### config.mk
export PLATFORM = sky130hd
export DESIGN_NAME = mem_swap_initiator
export DESIGN_NICKNAME = d
export VERILOG_FILES = /design/src/rtl/mem_swap_pkg.sv /design/src/rtl/mem_swap_timer.sv /design/src/rtl/mem_swap_initiator.sv
export SDC_FILE = /design/constraint.sdc
export NUM_CORES = 1
export LEC_CHECK = 0
export CORE_MARGIN = 8
export CORE_UTILIZATION = 40
export CTS_CLUSTER_DIAMETER = 120
export DETAILED_ROUTE_END_ITERATION = 7
export DONT_BUFFER_PORTS = 1
export SYNTH_ARGS = -nofsm -noshare
export SYNTH_HDL_FRONTEND = slang
export SYNTH_SLANG_ARGS = --single-unit
### constraint.sdc
create_clock -name clk -period 4.2 [get_ports clk]
set_input_delay 0.84 -clock clk [delete_from_list [all_inputs] [get_ports clk]]
set_output_delay 0.84 -clock clk [all_outputs]
set_load 0.02 [all_outputs]
### src/rtl/mem_swap_pkg.sv
// rtl/mem_swap_pkg.sv - shared state encoding, default widths and response type for the swap-memory initiator
package mem_swap_pkg;

  localparam int DEF_ADDR_W  = 4;
  localparam int DEF_DATA_W  = 32;
  localparam int DEF_LEN_W   = 4;
  localparam int DEF_TIMEOUT = 8;

  typedef enum logic [1:0] {
    IDLE  = 2'd0,
    ISSUE = 2'd1,
    WAIT  = 2'd2,
    RESP  = 2'd3
  } state_t;

  typedef struct packed {
    logic [DEF_DATA_W-1:0] data;
    logic [DEF_ADDR_W-1:0] addr;
    logic                  last;
    logic                  err;
  } rsp_t;

endpackage

### src/rtl/mem_swap_timer.sv
// rtl/mem_swap_timer.sv - loadable up-counter bounding how long a beat waits for the memory return
// expire pulses on the increment that brings the count to TIMEOUT.
module mem_swap_timer
  import mem_swap_pkg::*;
#(
  parameter int TIMEOUT = DEF_TIMEOUT
) (
  input  logic clk,
  input  logic rst,
  input  logic load,
  input  logic inc,
  output logic expire
);

  localparam int CW = $clog2(TIMEOUT + 1);

  logic [CW-1:0] count_q, count_d;

  always_comb begin
    count_d = count_q;
    if (load) begin
      count_d = '0;
    end else if (inc) begin
      count_d = count_q + 1'b1;
    end
  end

  assign expire = inc && (count_q == CW'(TIMEOUT - 1));

  always_ff @(posedge clk or posedge rst) begin
    if (rst) begin
      count_q <= '0;
    end else begin
      count_q <= count_d;
    end
  end

endmodule

### src/rtl/mem_swap_initiator.sv
// rtl/mem_swap_initiator.sv - host command/response front end sequencing single and burst swaps onto memory_16x32
// Define MEM_SWAP_STATS_EN to add the saturating stat_beats / stat_timeouts counters.
module mem_swap_initiator
  import mem_swap_pkg::*;
#(
  parameter int ADDR_W  = DEF_ADDR_W,
  parameter int DATA_W  = DEF_DATA_W,
  parameter int LEN_W   = DEF_LEN_W,
  parameter int TIMEOUT = DEF_TIMEOUT
) (
  input  logic              clk,
  input  logic              rst,
  input  logic              cmd_valid,
  output logic              cmd_ready,
  input  logic [ADDR_W-1:0] cmd_addr,
  input  logic [DATA_W-1:0] cmd_data,
  input  logic [LEN_W-1:0]  cmd_len,
  output logic              mem_en,
  output logic [ADDR_W-1:0] mem_addr,
  output logic [DATA_W-1:0] mem_wdata,
  input  logic [DATA_W-1:0] mem_rdata,
  input  logic              mem_valid,
  output logic              rsp_valid,
  input  logic              rsp_ready,
  output logic [DATA_W-1:0] rsp_data,
  output logic [ADDR_W-1:0] rsp_addr,
  output logic              rsp_last,
  output logic              rsp_err
`ifdef MEM_SWAP_STATS_EN
  ,
  output logic [15:0]       stat_beats,
  output logic [7:0]        stat_timeouts
`endif
);

  typedef struct packed {
    logic [DATA_W-1:0] data;
    logic [ADDR_W-1:0] addr;
    logic              last;
    logic              err;
  } rsp_reg_t;

  state_t            state_q, state_d;
  logic [ADDR_W-1:0] cur_addr_q, cur_addr_d;
  logic [DATA_W-1:0] data_q, data_d;
  logic [LEN_W-1:0]  len_q, len_d;
  logic [LEN_W-1:0]  beat_q, beat_d;
  logic              mem_en_q, mem_en_d;
  logic [ADDR_W-1:0] mem_addr_q, mem_addr_d;
  logic [DATA_W-1:0] mem_wdata_q, mem_wdata_d;
  rsp_reg_t          rsp_q, rsp_d;
  logic              tmr_load, tmr_inc, tmr_expire;
  logic              rsp_hs;

  mem_swap_timer #(.TIMEOUT(TIMEOUT)) u_timer (
    .clk    (clk),
    .rst    (rst),
    .load   (tmr_load),
    .inc    (tmr_inc),
    .expire (tmr_expire)
  );

  // cmd_ready is gated by rst so it reads 0 while reset is held and rises on release.
  assign cmd_ready = (state_q == IDLE) && !rst;
  assign rsp_valid = (state_q == RESP);
  assign rsp_hs    = rsp_valid && rsp_ready;
  assign rsp_data  = rsp_q.data;
  assign rsp_addr  = rsp_q.addr;
  assign rsp_last  = rsp_q.last;
  assign rsp_err   = rsp_q.err;
  assign mem_en    = mem_en_q;
  assign mem_addr  = mem_addr_q;
  assign mem_wdata = mem_wdata_q;

  always_comb begin
    state_d     = state_q;
    cur_addr_d  = cur_addr_q;
    data_d      = data_q;
    len_d       = len_q;
    beat_d      = beat_q;
    rsp_d       = rsp_q;
    tmr_load    = 1'b0;
    tmr_inc     = 1'b0;
    mem_en_d    = 1'b0;
    mem_addr_d  = '0;
    mem_wdata_d = '0;

    case (state_q)
      IDLE: begin
        if (cmd_valid && cmd_ready) begin
          cur_addr_d = cmd_addr;
          data_d     = cmd_data;
          len_d      = cmd_len;
          beat_d     = '0;
          state_d    = ISSUE;
        end
      end
      ISSUE: begin
        tmr_load = 1'b1;
        state_d  = WAIT;
      end
      WAIT: begin
        if (mem_valid) begin
          rsp_d.data = mem_rdata;
          rsp_d.addr = cur_addr_q;
          rsp_d.last = (beat_q == len_q);
          rsp_d.err  = 1'b0;
          state_d    = RESP;
        end else begin
          tmr_inc = 1'b1;
          // A timed-out beat closes the command; later beats are dropped.
          if (tmr_expire) begin
            rsp_d.data = '0;
            rsp_d.addr = cur_addr_q;
            rsp_d.last = 1'b1;
            rsp_d.err  = 1'b1;
            state_d    = RESP;
          end
        end
      end
      RESP: begin
        if (rsp_hs) begin
          if (rsp_q.last) begin
            state_d = IDLE;
          end else begin
            beat_d     = beat_q + 1'b1;
            cur_addr_d = cur_addr_q + 1'b1;
            state_d    = ISSUE;
          end
        end
      end
      default: state_d = IDLE;
    endcase

    // Memory port is registered: load it on the edge that enters ISSUE.
    if (state_d == ISSUE) begin
      mem_en_d    = 1'b1;
      mem_addr_d  = cur_addr_d;
      mem_wdata_d = data_d + DATA_W'(beat_d);
    end
  end

  always_ff @(posedge clk or posedge rst) begin
    if (rst) begin
      state_q     <= IDLE;
      cur_addr_q  <= '0;
      data_q      <= '0;
      len_q       <= '0;
      beat_q      <= '0;
      rsp_q       <= '0;
      mem_en_q    <= 1'b0;
      mem_addr_q  <= '0;
      mem_wdata_q <= '0;
    end else begin
      state_q     <= state_d;
      cur_addr_q  <= cur_addr_d;
      data_q      <= data_d;
      len_q       <= len_d;
      beat_q      <= beat_d;
      rsp_q       <= rsp_d;
      mem_en_q    <= mem_en_d;
      mem_addr_q  <= mem_addr_d;
      mem_wdata_q <= mem_wdata_d;
    end
  end

`ifdef MEM_SWAP_STATS_EN
  logic [15:0] stat_beats_q, stat_beats_d;
  logic [7:0]  stat_timeouts_q, stat_timeouts_d;

  always_comb begin
    stat_beats_d    = stat_beats_q;
    stat_timeouts_d = stat_timeouts_q;
    if (rsp_hs && !rsp_q.err && (stat_beats_q != 16'hFFFF)) begin
      stat_beats_d = stat_beats_q + 16'd1;
    end
    if (tmr_expire && (stat_timeouts_q != 8'hFF)) begin
      stat_timeouts_d = stat_timeouts_q + 8'd1;
    end
  end

  always_ff @(posedge clk or posedge rst) begin
    if (rst) begin
      stat_beats_q    <= '0;
      stat_timeouts_q <= '0;
    end else begin
      stat_beats_q    <= stat_beats_d;
      stat_timeouts_q <= stat_timeouts_d;
    end
  end

  assign stat_beats    = stat_beats_q;
  assign stat_timeouts = stat_timeouts_q;
`endif

endmodule

==> results.md, run 1 <==
- Compound-cell area share of the yosys netlist: 12.93%
- HP Class: input port to async pin
- DRC viols: 0
- FILL cells: 1289
- DRT Pass-1 Iters: 4
- Die height: 135.4 um
- Clk slew on worst S/H paths: 0.06 ns
- Cells taking the most area after synthesis: dfrtp_1 55%, nand2_1 6.4%, a22o_1 5.1%
- N_diodes: 0
- Sw frac: 38.77%
- Primary FF master, synth: dfrtp_1
- Final setup vio count: 0
- Synth Register Bits: 125
- Synth Net Count: 635
- Worst path arrival time: 4.04 ns
- Total grt overflow: 0
- Cells on worst reg2reg path: 12
- Worst-Skew Late Latency: 0.41 ns
- Most common cell after layout, fill and taps aside: dfrtp_1
- Combinational power share: 26.0%
- PortBufs: 0
- Share of cells above drive strength 1: 10.62%
- DRT antenna net count: 0
- Tightest Pin Transition: 1.199 ns
- Clock tree buffer depth: 2
- CP Class: register to register
- Leakage: 3.041 nW
- # hold bufs at CTS: 0
- Vias in the first global route: 4353
- Post-synthesis mux area share: 4.763%
- Fin crit period: 3.727 ns
- Register area share after synthesis: 54.87%
- Largest net degree at the start of global routing: 126
- CTS tree: done
- Max VDD drop: 0.0003989 V
- Post-CTS Setup Bufs: 0
- PostCTS Resize Cnt: 0
- GRT Util Overall: 16.36%
- Die Wd: 135.4 um
- Routed vias/inst: 5.499
- Synth Area in XOR/XNOR: 2.612%
- Status: complete, no violations
- Flop pwr share: 45.4%
- Mapped Cells: 545
- Final-report hold violation count: 0
- Launching point of the worst reg2reg path: state_q[0]$_DFF_PP0_
- Routed wire length: 14530 um
- Fmax: 268.3 MHz
- Crit end category: register
- Adder-Cell Fraction of Synth Area: 2.985%
- Number of DRC markers in iteration 0: 185
- Post-synth top area share: 54.87%
- Startpoint types: register
- RSZ-0062 raised after global routing: false
- Util after Layout: 47.32%
- Area growth syn-to-layout: 15.23%
- Post-synth top area cell: dfrtp_1
- Initial antenna violation count: 0
- CP required: 4.51 ns
- Crit share post-route: 88.74%
- Core area: 13880 um^2
- Reg2reg end: mem_wdata[28]$_DFF_PP0_
- CTS sink count: 125
- Slew Viols, Final: 0
- Normalized max-slew margin: 20.05%
- Commonest non-fill, non-tap cells in the layout: 125 x dfrtp_1, 97 x nand2_1, 33 x a22o_1
- Final Skew: 0.005668 ns
- Nets: 642
- R2r setup slk: 0.47 ns
- Routability congestion estimate: 0.8252
- Largest family of logic cells by synthesized area: simple AND/OR/NAND/NOR gates
- Setup TNS: 0 ns
- Pwr per Cell Area: 818.4 nW/um^2
- Max Cap Violations: 0
- DP Wirelength: 10480 um
- Internal power: 3.292 mW
- Post-synth EDFFs: 0
- H-tree levels: 4
- Async SR Flop Fraction: 100.0%
- Root Buffer: clkbuf_16
- Clk network pwr share: 28.6%
- WL/cell: 19.51 um
- Post-Synth Simple-Gate Area: 18.61%
- YS warnings: 0
- First-pass GRT wire length: 23250 um
- Netlist cell types: 53
- Die area: 18330 um^2
- Sw power: 2.084 mW
- Row count: 43
- Routed via count: 4097
- Starting Density: 41.07%
- Setup crit start: state_q[0]$_DFF_PP0_
- Max FO, Critical Path: 9
- Number of buffers created by CTS: 17
- Synth Area per Inst: 10.46 um^2
- Mapped Area: 5700 um^2
- I/O pin cnt: 154
[cells by family after synthesis]
kind of cell,Yosys count
xor+xnor,17
compound gates,98
mux,26
buf+inv,46
fa+ha+maj,13
simple gates,220
flops,125
[worst max-delay path, stage by stage, from the launching register on]
cell	delay (ns)
dfrtp_1	0.41
inv_1	0.12
ha_1	0.26
nand3b_1	0.16
a221o_1	0.46
o21ai_0	0.17
o21ai_0	0.14
ha_1	0.36
nor2b_1	0.22
o21ai_0	0.27
a22o_4	0.38
or4_1	0.50
a21oi_1	0.15
[metrics by stage]
stage	setup WS, ns	std cells	hold WS [ns]	cell area, um^2	power [mW]
after floorplan	0.03242	545	0.4442	5700	3.430
after global placement	0.5236	713	0.4693	5943	3.833
after detailed placement	0.4349	713	0.4679	5943	3.872
after CTS	0.4787	745	0.4828	6569	5.447
after global routing	0.1765	745	0.4987	6569	5.740
final	0.4729	745	0.4427	6569	5.376
[power by group through the flow]
stage / registers (mW) / clock network, mW / logic [mW]
final: 2.44 / 1.54 / 1.40
after detailed placement: 2.47 / 0 / 1.40
after global routing: 2.51 / 1.62 / 1.61
after CTS: 2.46 / 1.57 / 1.42
after global placement: 2.46 / 0 / 1.37
after floorplan: 2.33 / 0 / 1.09
[routing by layer]
layer / GRT usage [%] / share of wire (%) / vias up
li1: - / - / 1948
met1: 18.48 / 39 / 1990
met2: 26.00 / 47 / 145
met3: 8.457 / 13 / 14
met4: 5.922 / 1.1 / 0
met5: 0 / 0 / -
[cell type report]
class | count | area (um^2) | area share (%)
Tap cell | 180 | 225.2 | 3.429
Clock buffer | 21 | 460.4 | 7.010
Inverter | 21 | 81.33 | 1.238
Timing Repair Buffer | 13 | 110.1 | 1.676
Multi-Input combinational cell | 374 | 2399 | 36.51
Clock inverter | 11 | 165.2 | 2.514
Sequential cell | 125 | 3128 | 47.62
[cell usage after synthesis (9+ instances only)]
master	number
a21oi_1	12
a22o_1	33
and3_1	11
clkbuf_1	20
dfrtp_1	125
ha_1	12
inv_1	21
mux2_2	9
mux2i_1	17
nand2_1	97
nand3_1	27
nor2_1	24
nor3_1	19
o21ai_0	12
xnor2_1	11
[registers in the layout (all words and copies together), names as in the netlist]
register	flops
cur_addr_q	4
len_q	4
rsp_last	1
data_q	32
rsp_data	32
rsp_err	1
rsp_addr	4
u_timer.count_q	4
mem_wdata	32
mem_en	1
mem_addr	4
beat_q	4
state_q	2
[how the worst max path moves through the flow]
| stage | endpoint | depth (start not counted) |
|---|---|---|
| global placement | mem_wdata[28]$_DFF_PP0_ | 10 |
| global route | mem_wdata[28]$_DFF_PP0_ | 12 |
| detailed placement | mem_wdata[30]$_DFF_PP0_ | 11 |
| floorplan | beat_q[0]$_DFF_PP0_ | 1 |
| CTS | mem_wdata[20]$_DFF_PP0_ | 14 |
| finish | mem_wdata[28]$_DFF_PP0_ | 12 |
Note: power is estimated with default switching activity, not from simulation.
==> inputs of run 2 (changes only) <==
--- a/config.mk
+++ b/config.mk
@@ -5,6 +5,7 @@
 export SDC_FILE = /design/constraint.sdc
 export NUM_CORES = 1
 export LEC_CHECK = 0
+export CORE_ASPECT_RATIO = 0.5
 export CORE_MARGIN = 8
 export CORE_UTILIZATION = 40
 export CTS_CLUSTER_DIAMETER = 120
==> run 2 against run 1 <==
Compared with the run above: non-clock buffer count is 1 lower; fmax is essentially flat; sequential power is essentially flat; critical path type unchanged.
==> results.md, run 2 (synthesized netlist as in run 1, its figures left out) <==
- Flop pwr share: 46.0%
- Place WS: 0.4313 ns
- Share of cells above drive strength 1: 10.48%
- Slowest CP cell: a222oi_1
- DRC viols: 0
- Non-filler cells, final: 756
- First-pass GRT wire length: 23160 um
- CP required: 4.48 ns
- Max Cap Violations: 0
- Slew Viols, Final: 0
- DRT Pass-1 Iters: 4
- Post-CTS Setup Bufs: 0
- Largest net degree at the start of global routing: 126
- Max FO, Critical Path: 6
- CP cell instances: inv_1, ha_1, nand3b_1, a221o_1, o21ai_0, o21ai_0, ha_1, nor2b_1, o21ai_0, a222oi_1, and3_1, nor3_1
- Total power: 5.324 mW
- Initial antenna violation count: 1
- Sw power: 2.108 mW
- Fin crit period: 3.729 ns
- Routed via count: 4081
- Commonest non-fill, non-tap cells in the layout: 125 x dfrtp_1, 97 x nand2_1, 33 x a22o_1
- Most common cell on crit path: o21ai_0
- Final-report hold violation count: 0
- Pwr per Cell Area: 813.8 nW/um^2
- PortBufs: 0
- Most common cell after layout, fill and taps aside: dfrtp_1
- H-tree levels: 4
- Clock tree buffer depth: 2
- GRT Util Overall: 16.12%
- CTS sink count: 125
- RSZ-0062 raised after global routing: false
- Vias in the first global route: 4102
- I/O pin cnt: 154
- DRT antenna net count: 0
- Row count: 30
- Total grt overflow: 0
- Setup TNS: 0 ns
- Area growth syn-to-layout: 14.77%
- CP Class: register to register
- Tightest Pin Transition: 1.166 ns
- Clk slew on worst S/H paths: 0.06 ns
- HP Class: input port to async pin
- Setup slack after layout: 0.4710 ns
- Number of DRC markers in iteration 0: 214
- Worst-Skew Late Latency: 0.41 ns
- Number of buffers created by CTS: 17
- Util after Layout: 47.62%
- WL/cell: 19.82 um
- Placed cell count: 724
- PostCTS Resize Cnt: 0
- Internal power: 3.217 mW
- Delay-heaviest family, CP: compound AO/OA/AOI/OAI gates
- Clk network pwr share: 27.7%
- Die Wd: 184.8 um
- CTS tree: done
- Final setup vio count: 0
- Normalized max-slew margin: 22.28%
- CP Buf/Inv Count: 1
- Core area: 13740 um^2
- # hold bufs at CTS: 0
- Fmax: 268.2 MHz
- Starting Density: 41.49%
- Crit end category: register
- Startpoint types: register
- Final Skew: 0.009898 ns
- Crit share post-route: 88.78%
- Storage cell area: 3128 um^2
- Die area: 18560 um^2
- Routability congestion estimate: 0.8104
- Max incr delay on CP: 0.78 ns
- Worst path arrival time: 4.01 ns
- Max VDD drop: 0.0003296 V
- DP Wirelength: 10760 um
- Sw frac: 39.59%
- Nets: 641
- Leakage: 3.012 nW
- FILL cells: 1280
- Routed wire length: 14980 um
- Root Buffer: clkbuf_16
- Combinational power share: 26.3%
- Status: complete, no violations
- Die height: 100.4 um
- Footprint of the multi-input gates: 2399 um^2
- Routed vias/inst: 5.398
## run 2: metrics by stage
step	cell area, um^2	hold slack [ns]
2_1_floorplan	5700	0.4442
3_3_place_gp	5951	0.4696
3_5_place_dp	5951	0.4761
4_1_cts	6540	0.4900
5_1_grt	6540	0.5093
6_report	6543	0.4461
## run 2: worst paths after layout
check,slack (ns),from,endpoint,cells past startpoint
setup reg to reg,0.47,state_q[0]$_DFF_PP0_,mem_wdata[20]$_DFF_PP0_,12
max in group asynchronous,3.19,rst,mem_wdata[11]$_DFF_PP0_,2
hold reg to reg,0.48,data_q[0]$_DFF_PP0_,data_q[0]$_DFF_PP0_,2
setup / recovery,0.47,state_q[0]$_DFF_PP0_,mem_wdata[20]$_DFF_PP0_,12
hold / removal,0.45,rst,data_q[29]$_DFF_PP0_,2
min in group clk,0.48,data_q[0]$_DFF_PP0_,data_q[0]$_DFF_PP0_,2
## run 2: final cells by class
type	instances	area share [%]
Tap cell	192	3.672
Timing Repair Buffer	12	1.568
Clock buffer	19	6.770
Inverter	21	1.243
Multi-Input combinational cell	374	36.66
Clock inverter	12	2.238
Antenna cell	1	0.03825
Sequential cell	125	47.81
## run 2: power by group through the flow
stage | clock (mW) | combinational [mW] | sequential (mW)
global route | 1.56 | 1.59 | 2.51
CTS | 1.51 | 1.42 | 2.46
floorplan | 0 | 1.09 | 2.33
detailed placement | 0 | 1.41 | 2.48
finish | 1.48 | 1.40 | 2.45
global placement | 0 | 1.38 | 2.47
## run 2: per-layer routing
layer | GRT usage, % | vias to the layer above | routed length, um
met5 | 0 | - | 17
met4 | 6.051 | 2 | 155
met3 | 8.147 | 13 | 1808
met2 | 24.99 | 147 | 6858
met1 | 18.95 | 1967 | 6143
li1 | - | 1952 | -
==> inputs of run 3 (changes only) <==
--- a/config.mk
+++ b/config.mk
@@ -11,6 +11,8 @@
 export CTS_CLUSTER_DIAMETER = 120
 export DETAILED_ROUTE_END_ITERATION = 7
 export DONT_BUFFER_PORTS = 1
+export MAX_ROUTING_LAYER = met4
+export SETUP_SLACK_MARGIN = 0.4
 export SYNTH_ARGS = -nofsm -noshare
 export SYNTH_HDL_FRONTEND = slang
 export SYNTH_SLANG_ARGS = --single-unit
==> run 3 against run 2 <==
Compared with the run above: hold slack worse by 0.095 ns; critical path depth increased by 2; non-clock buffer count increased by 1; via count up 1.3%; first-iteration DRC count is 9.8% higher; core utilization grew 0.18 points; largest cell class unchanged; cell area rose by 0.38%; sequential share of layout area down 0.18 points; die area did not move; combinational power hardly changed; final cell count shrank 0.13%; fmax up 5.7%.
==> results.md, run 3 (synthesized netlist as in run 1, its figures left out) <==
- Status: complete, no violations
- Max incr delay on CP: 0.43 ns
- I/O pin cnt: 154
- Die height: 100.4 um
- Final setup vio count: 0
- Routed via count: 4136
- Most common cell after layout, fill and taps aside: dfrtp_1
- Worst path arrival time: 3.86 ns
- PostCTS Resize Cnt: 0
- Slew Viols, Final: 0
- Sw power: 2.103 mW
- Util after Layout: 47.81%
- Clk slew on worst S/H paths: 0.06 ns
- Setup crit start: state_q[0]$_DFF_PP0_
- Crit end category: register
- Normalized max-slew margin: 19.57%
- Cells on worst reg2reg path: 14
- Internal power: 3.220 mW
- Final-report hold violation count: 0
- Nets: 642
- Die Wd: 184.8 um
- CTS sink count: 125
- Flop pwr share: 46.0%
- Launching point of the worst reg2reg path: state_q[0]$_DFF_PP0_
- N_diodes: 0
- HP Class: input port to async pin
- Area growth syn-to-layout: 15.21%
- Most common cell on crit path: o21ai_0
- R2r setup slk: 0.67 ns
- Place WS: 0.4698 ns
- Fmax: 283.4 MHz
- Clock tree buffer depth: 2
- Share of cells above drive strength 1: 11.55%
- Total grt overflow: 0
- Crit share post-route: 84.01%
- Placed Area: 5959 um^2
- WL/cell: 19.72 um
- DRC viols: 0
- Delay-heaviest family, CP: compound AO/OA/AOI/OAI gates
- Fin crit period: 3.529 ns
- Final Skew: 0.006607 ns
- DP Wirelength: 10850 um
- FILL cells: 1249
- CTS tree: done
- # hold bufs at CTS: 0
- Starting Density: 41.49%
- Max VDD drop: 0.0003199 V
- Routed vias/inst: 5.478
- Non-filler cells, final: 755
- Root Buffer: clkbuf_16
- CP cell instances: inv_1, ha_2, nand3b_1, a221o_1, o21ai_0, o21ai_0, ha_1, o21ai_0, o21ai_1, buf_4, o211ai_1, buf_4, a211oi_1, mux2i_1
- Setup TNS: 0 ns
- First-pass GRT wire length: 23820 um
- Combinational power share: 26.5%
- DRT Pass-1 Iters: 4
- Worst-Skew Late Latency: 0.41 ns
- Tightest Pin Transition: 1.206 ns
- Leakage: 3.005 nW
- Post-CTS Setup Bufs: 0
- Max Cap Violations: 0
- H-tree levels: 4
- CP Class: register to register
- Storage cell area: 3128 um^2
- Row count: 30
- GRT Util Overall: 16.84%
- Commonest non-fill, non-tap cells in the layout: 125 x dfrtp_1, 97 x nand2_1, 33 x a22o_1
- Die area: 18560 um^2
- RSZ-0062 raised after global routing: false
- DRT antenna net count: 0
- Pwr per Cell Area: 810.4 nW/um^2
- Startpoint types: register
- Placed cell count: 725
- Clk network pwr share: 27.6%
- Post-Layout Inst Area: 6568 um^2
- WP depth: 14
- Reg2reg end: mem_wdata[23]$_DFF_PP0_
- Core area: 13740 um^2
- Footprint of the multi-input gates: 2420 um^2
- Slowest CP cell: a221o_1
- CP Buf/Inv Count: 3
- Routability congestion estimate: 0.8107
- CP required: 4.53 ns
- Routed wire length: 14890 um
- Vias in the first global route: 4133
- Number of DRC markers in iteration 0: 235
- PortBufs: 0
- CP endpoint: mem_wdata[23]$_DFF_PP0_
- Largest net degree at the start of global routing: 104
- Number of buffers created by CTS: 17
- Max FO, Critical Path: 7
- Setup slack after layout: 0.6715 ns
- Initial antenna violation count: 0
- Sw frac: 39.50%
run 3: worst register-to-register path: cells and delay by family, from the launching register on:
kind | cells | cell delay (ns)
flops | 1 | 0.41
compound gates | 7 | 1.46
buf+inv | 3 | 0.56
mux | 1 | 0.24
fa+ha+maj | 2 | 0.61
simple gates | 1 | 0.15
run 3: how the worst min path moves through the flow:
stage	startpoint	end	cells after the start
floorplan	data_q[0]$_DFF_PP0_	data_q[0]$_DFF_PP0_	2
global placement	data_q[0]$_DFF_PP0_	data_q[0]$_DFF_PP0_	2
detailed placement	data_q[0]$_DFF_PP0_	data_q[0]$_DFF_PP0_	2
CTS	rst	mem_wdata[25]$_DFF_PP0_	1
global route	rst	mem_wdata[25]$_DFF_PP0_	1
finish	rst	mem_wdata[25]$_DFF_PP0_	1
run 3: power by group through the flow:
stage | clock [mW] | combinational (mW) | sequential, mW
2_1_floorplan | 0 | 1.10 | 2.33
3_3_place_gp | 0 | 1.39 | 2.47
3_5_place_dp | 0 | 1.41 | 2.47
4_1_cts | 1.51 | 1.42 | 2.46
5_1_grt | 1.57 | 1.60 | 2.52
6_report | 1.47 | 1.41 | 2.45
run 3: layer usage:
| layer | global-route usage, % | wire (um) | share of wire, % |
|---|---|---|---|
| met1 | 20.94 | 6392 | 43 |
| met2 | 24.63 | 6749 | 45 |
| met3 | 6.957 | 1544 | 10 |
| met4 | 5.379 | 199 | 1.3 |
| met5 | - | 0 | 0 |
run 3: cell type report:
cell class / count / share of cell area (%)
flip-flops and latches: 125 / 47.63
multi-input cells: 374 / 36.85
clock buffers: 18 / 6.687
well taps: 192 / 3.658
clock inverters: 12 / 2.248
repair buffers: 13 / 1.677
inverters: 21 / 1.257
run 3: per-stage QoR:
stage               hold WS (ns)  power [mW]
finish                    0.3513       5.323
global route              0.3685       5.682
CTS                       0.3548       5.384
detailed placement        0.4744       3.880
global placement          0.4650       3.855
floorplan                 0.4442       3.432
